**config.mk**
```make
export PLATFORM = sky130hd
export DESIGN_NAME = hazard_tnew_pipe
export DESIGN_NICKNAME = d
export VERILOG_FILES = /design/src/rtl/hazard_tnew_pipe_pkg.sv /design/src/rtl/hazard_fwd_sel.sv /design/src/rtl/hazard_tnew_pipe.sv
export SDC_FILE = /design/constraint.sdc
export NUM_CORES = 1
export LEC_CHECK = 0
export ABC_AREA = 1
export BUFFER_PORTS_ARGS = -buffer_cell sky130_fd_sc_hd__clkbuf_2
export CAP_MARGIN = 40
export CORE_ASPECT_RATIO = 1.25
export CORE_MARGIN = 2
export CORE_UTILIZATION = 57
export CTS_CLUSTER_SIZE = 8
export DETAILED_ROUTE_END_ITERATION = 8
export PLACE_DENSITY = 0.89
export SETUP_SLACK_MARGIN = 0.1
export SLEW_MARGIN = 20
export SYNTH_ARGS = -nofsm -noshare
export SYNTH_HDL_FRONTEND = slang
export SYNTH_SLANG_ARGS = --single-unit
export TNS_END_PERCENT = 10
```
**constraint.sdc**
```tcl
create_clock -name clk -period 4 [get_ports clk]
set_clock_uncertainty 0.15 [all_clocks]
set_input_delay 0.2 -clock clk [delete_from_list [all_inputs] [get_ports clk]]
set_output_delay 0.2 -clock clk [all_outputs]
set_load 0.01 [all_outputs]
```
**src/rtl/hazard_tnew_pipe_pkg.sv**
```systemverilog
`default_nettype none
// ============================================================================
// hazard_tnew_pipe_pkg
//   Shared types, T_use/T_new codes and forward-select encodings.
//   Revision: 1.0
// ============================================================================
package hazard_tnew_pipe_pkg;

  localparam int REG_W  = 5;
  localparam int TUSE_W = 3;
  localparam int TNEW_W = 2;
  localparam int SEL_W  = 2;

  localparam logic [TUSE_W-1:0] TUSE_NONE = 3'd4;

  localparam logic [SEL_W-1:0] FWD_RF = 2'd0;
  localparam logic [SEL_W-1:0] FWD_M  = 2'd1;
  localparam logic [SEL_W-1:0] FWD_W  = 2'd2;
  localparam logic [SEL_W-1:0] FWD_E  = 2'd3;

  localparam logic [TNEW_W-1:0] TNEW_ALU  = 2'd1;
  localparam logic [TNEW_W-1:0] TNEW_LOAD = 2'd2;
  localparam logic [TNEW_W-1:0] TNEW_LINK = 2'd0;

  typedef struct packed {
    logic [REG_W-1:0]  rs;
    logic [REG_W-1:0]  rt;
    logic [REG_W-1:0]  dst;
    logic [TNEW_W-1:0] tnew;
  } e_stage_t;

  typedef struct packed {
    logic [REG_W-1:0]  rt;
    logic [REG_W-1:0]  dst;
    logic [TNEW_W-1:0] tnew;
  } m_stage_t;

  // T_new counts down one per stage and parks at zero.
  function automatic logic [TNEW_W-1:0] tnew_dec(input logic [TNEW_W-1:0] t);
    return (t == '0) ? '0 : t - 2'd1;
  endfunction

  function automatic logic tnew_blocks(input logic [REG_W-1:0]  dst,
                                       input logic [TNEW_W-1:0] tnew,
                                       input logic [REG_W-1:0]  src,
                                       input logic [TUSE_W-1:0] tuse);
    return (src != '0) && (dst == src) && (tuse != TUSE_NONE) && ({1'b0, tnew} > tuse);
  endfunction

endpackage
`default_nettype wire

```
**src/rtl/hazard_fwd_sel.sv**
```systemverilog
`default_nettype none
// ============================================================================
// hazard_fwd_sel
//   Youngest-match forward select for one source address over E/M/W.
//   Revision: 1.0
// ============================================================================
module hazard_fwd_sel
  import hazard_tnew_pipe_pkg::*;
(
  input  logic [REG_W-1:0]  i_src,
  input  logic [REG_W-1:0]  i_e_dst,
  input  logic [TNEW_W-1:0] i_e_tnew,
  input  logic [REG_W-1:0]  i_m_dst,
  input  logic [TNEW_W-1:0] i_m_tnew,
  input  logic [REG_W-1:0]  i_w_dst,
  output logic [SEL_W-1:0]  o_sel
);

  logic w_live;
  logic w_hit_e;
  logic w_hit_m;
  logic w_hit_w;

  assign w_live  = (i_src != '0);
  assign w_hit_e = w_live && (i_e_dst == i_src);
  assign w_hit_m = w_live && (i_m_dst == i_src);
  assign w_hit_w = w_live && (i_w_dst == i_src);

  // A younger match that is not ready yet masks every older stage.
  always_comb begin
    o_sel = FWD_RF;
    if (w_hit_e)      o_sel = (i_e_tnew == '0) ? FWD_E : FWD_RF;
    else if (w_hit_m) o_sel = (i_m_tnew == '0) ? FWD_M : FWD_RF;
    else if (w_hit_w) o_sel = FWD_W;
  end

endmodule
`default_nettype wire

```
**src/rtl/hazard_tnew_pipe.sv**
```systemverilog
`default_nettype none
// ============================================================================
// hazard_tnew_pipe
//   Tracks dst/T_new through E/M/W; produces stall and forward selects.
//   Revision: 1.0
// ============================================================================
module hazard_tnew_pipe
  import hazard_tnew_pipe_pkg::*;
(
  input  logic              clk,
  input  logic              reset,
  input  logic [REG_W-1:0]  rs_d,
  input  logic [REG_W-1:0]  rt_d,
  input  logic [TUSE_W-1:0] tuse_rs_d,
  input  logic [TUSE_W-1:0] tuse_rt_d,
  input  logic [REG_W-1:0]  dst_d,
  input  logic [TNEW_W-1:0] tnew_d,
  output logic              stall,
  output logic [SEL_W-1:0]  fwd_rs_d,
  output logic [SEL_W-1:0]  fwd_rt_d,
  output logic [SEL_W-1:0]  fwd_rs_e,
  output logic [SEL_W-1:0]  fwd_rt_e,
  output logic              fwd_rt_m
);

  e_stage_t         r_e;
  m_stage_t         r_m;
  logic [REG_W-1:0] r_w_dst;
  logic [SEL_W-1:0] w_sel_rt_m;

  always_ff @(posedge clk) begin
    if (reset) begin
      r_e     <= '0;
      r_m     <= '0;
      r_w_dst <= '0;
    end else begin
      r_w_dst <= r_m.dst;
      r_m     <= '{rt: r_e.rt, dst: r_e.dst, tnew: tnew_dec(r_e.tnew)};
      r_e     <= stall ? '0 : '{rs: rs_d, rt: rt_d, dst: dst_d, tnew: tnew_d};
    end
  end

  assign stall = tnew_blocks(r_e.dst, r_e.tnew, rs_d, tuse_rs_d)
               | tnew_blocks(r_e.dst, r_e.tnew, rt_d, tuse_rt_d)
               | tnew_blocks(r_m.dst, r_m.tnew, rs_d, tuse_rs_d)
               | tnew_blocks(r_m.dst, r_m.tnew, rt_d, tuse_rt_d);

  hazard_fwd_sel u_sel_rs_d (
    .i_src(rs_d), .i_e_dst(r_e.dst), .i_e_tnew(r_e.tnew),
    .i_m_dst(r_m.dst), .i_m_tnew(r_m.tnew), .i_w_dst(r_w_dst), .o_sel(fwd_rs_d)
  );

  hazard_fwd_sel u_sel_rt_d (
    .i_src(rt_d), .i_e_dst(r_e.dst), .i_e_tnew(r_e.tnew),
    .i_m_dst(r_m.dst), .i_m_tnew(r_m.tnew), .i_w_dst(r_w_dst), .o_sel(fwd_rt_d)
  );

  // Later stages only look downstream of themselves, so the E slot is tied off.
  hazard_fwd_sel u_sel_rs_e (
    .i_src(r_e.rs), .i_e_dst('0), .i_e_tnew('0),
    .i_m_dst(r_m.dst), .i_m_tnew(r_m.tnew), .i_w_dst(r_w_dst), .o_sel(fwd_rs_e)
  );

  hazard_fwd_sel u_sel_rt_e (
    .i_src(r_e.rt), .i_e_dst('0), .i_e_tnew('0),
    .i_m_dst(r_m.dst), .i_m_tnew(r_m.tnew), .i_w_dst(r_w_dst), .o_sel(fwd_rt_e)
  );

  hazard_fwd_sel u_sel_rt_m (
    .i_src(r_m.rt), .i_e_dst('0), .i_e_tnew('0),
    .i_m_dst('0), .i_m_tnew('0), .i_w_dst(r_w_dst), .o_sel(w_sel_rt_m)
  );

  assign fwd_rt_m = (w_sel_rt_m == FWD_W);

endmodule
`default_nettype wire
```
==> impl_metrics.ini <==
[route]
drc = 0
vias = 1915
first_pass_iters = 4
first_iter_violations = 52
viasPerCell = 5.12
wl_per_cell_um = 13.1
ant_nets = 0
totalWireLength_um = 4920

[setup_path]
cp.required_ns = 3.65
path_delay_family = flip-flops
rr_endpoint = r_e[14]
path_buf_inv = 3
cp_slowest_stage_delay_ns = 0.34
crit_path_top_delay_cell = dfxtp_1
path_class = reg -> out
cp-end-kind = primary output
critPathLaunchType = flop
path_common_cell = inv_1
arrival_ns = 1.70
rr_worst_depth = 9
path_max_fanout = 3
path_cells = inv_1 > ha_1 > a21oi_1 > o21a_1 > nand3_2 > nand2_2 > nor2_4 > inv_1 > clkbuf_2
r2r_slack_ns = 2.16
worstReg2RegStart = r_e[0]

[synthesis]
synth_cell_types = 25
synth.area.top_cells = dfxtp_1, xnor2_1, nand2_1
synth_xor_area_share_pct = 16.9
syn_inst = 298
yosysWarningCount = 0
synth_fa_ha_area_share_pct = 5.30
synthTopCellsByCount = nand2_1, inv_1, nor2_1
synth_seq_cells = 34
syn_avg_cell_area_um2 = 7.13
synthSimpleGateAreaFrac_pct = 31.9
async_flop_share_pct = 0
synth.area.mux_share_pct = 0
synth_top_cell_by_area = dfxtp_1
synth_enable_flop_cells = 0
post-synth-top-area-fraction_pct = 32.1
synth-seq-area-share_pct = 32.1
synth_area_um2 = 2120
synth_nets = 332
synth-main-ff-cell = dfxtp_1
synth_most_common_cell = nand2_1
synth_top_family_by_area = simple AND/OR/NAND/NOR gates
synth_compound_area_share_pct = 2.36

[clocking]
clk_pin_slew_ns = 0.07
cts_tree = built
cts_max_path_buffers = 2
numCtsBuffers = 5
clk_latency_ns = 0.29
htreeDepth = 2
cts_setup_buffers = 0
clock-root-buffer = clkbuf_8
clock_sinks = 34

[global_routing]
grt_pass1_vias = 1892
grt_overflow = 0
grt_use_total_pct = 26.1
grt_max_degree = 19
antenna_found_initial = 0
grt_first_pass_wirelength_um = 8240

[timing]
hold_viol_final = 0
hold_ws_ns = 0.00311
setup_viol = 0
timing.final.crit_share_pct = 51.3
maxSlewViolCount = 0
max_freq_mhz = 487
maxSlewHeadroom_pct = 73.4
period_minus_slack_ns = 2.05
finalWorstSetupSlack_ns = 1.95
setup_tns_ns = 0
grt_setup_unrepaired = no
tightest_slew_ns = 0.399

[placed_design]
dpl_cell_area_um2 = 2290
dp_hpwl_um = 3620
gp_congestion = 0.868
place_ws_ns = 2.19
numPortBuffers = 34
placed_cells = 361

[pwr]
p_per_area_nw_per_um2 = 333
design_power_total_mw = 0.810
peakVddDrop_v = 0.000287
p_leak_nw = 1.21

[floorplan]
coreArea_um2 = 3540
die_y_um = 72.2
initial_core_util_pct = 59.9
rows = 24
die_w_um = 58.6
io-pin-count = 35
die-area_um2 = 4230

[min_path]
whs_path_depth = 3
holdPathEnd = r_e[5]
min_from = dst_d[3]
hold_class = in -> reg

[final_layout]
layout.nets = 368
final_util_pct = 68.6
antenna_cells = 0
fillers = 303
stdcell_area_um2 = 2430
area_delta_synth_final_pct = 14.5
layout.cells.non_filler = 374
drive_gt1_share_pct = 20.0

[outcome]
status = completed

[job]
cap_viol_max_count = 0
-- routing by layer --
metal  global-route usage [%]  share of wire [%]  up-vias
li1                         -                  -      977
met1                     28.9                 39      859
met2                     47.4                 53       70
met3                     5.70                6.3        9
met4                     10.9                2.5        0
met5                        0                  0        -
-- power by group --
part           internal [mW]  switching, mW
clock network          0.138          0.129
registers              0.356         0.0218
logic                 0.0736         0.0914
total                  0.568          0.242
-- layout by cell type, fill, tap and decap left out --
cell type,instances
nand2_4,1
nand3_1,14
nor3_1,8
nand2_1,52
nand4_1,5
nand3_2,2
ha_1,9
o21ai_0,2
inv_1,43
dlygate4sd3_1,5
a21oi_1,5
clkbuf_2,34
nor4_1,5
dfxtp_1,34
or2_2,1
nor2_4,4
clkinv_2,1
xnor2_1,31
o21a_1,2
nor2_2,9
xor2_1,10
inv_2,7
nor2_1,42
clkbuf_8,6
and2_1,1
clkinvlp_4,1
nand2_2,1
-- area by class of cell --
type	instances	area [µm²]	share of cell area [%]
multi-input combinational	204	1200	49.3
sequential	34	681	28.0
timing repair buffer	39	220	9.06
inverter	50	188	7.72
clock buffer	6	82.6	3.40
tap	39	48.8	2.01
clock inverter	2	12.5	0.515
-- flip-flops by register name, summed over array words and instances, names as in the netlist --
name and count:
r_e 17, r_m 12, r_w_dst 5
-- kinds of logic (layout without fill, tap and decap cells) --
kind of cell	Yosys count	in the layout
AND/OR/NAND/NOR	145	145
buffers and inverters	60	97
XOR/XNOR	41	41
flip-flops	34	34
adder cells (fa/ha/maj)	9	9
AO/OA/AOI/OAI	9	9
-- worst reg2reg max path, stage by stage (launching register included) --
cell,delay [ns]
dfxtp_1,0.34
inv_1,0.09
ha_1,0.28
a21oi_1,0.14
o21a_1,0.16
nand3_2,0.09
nand2_2,0.10
nor2_4,0.05
nand2_4,0.24
nor2_1,0.08
-- what timing repair did --
| item | in CTS | in global routing |
|---|---|---|
| resized for setup | 0 | 0 |
| hold buffers | 5 | 0 |
| hold endpoints to repair | 5 | 0 |
-- worst max path at each step --
stage          startpoint          end  cells after the start
6_report           r_e[0]        stall                      9
5_1_grt            r_m[4]  fwd_rt_e[0]                      6
4_1_cts            r_e[0]        stall                      9
3_5_place_dp       r_m[1]      r_e[14]                      9
3_3_place_gp       r_m[0]       r_e[0]                     10
2_1_floorplan      r_m[0]      r_e[10]                     11
Power figures use the tool's default switching activity.
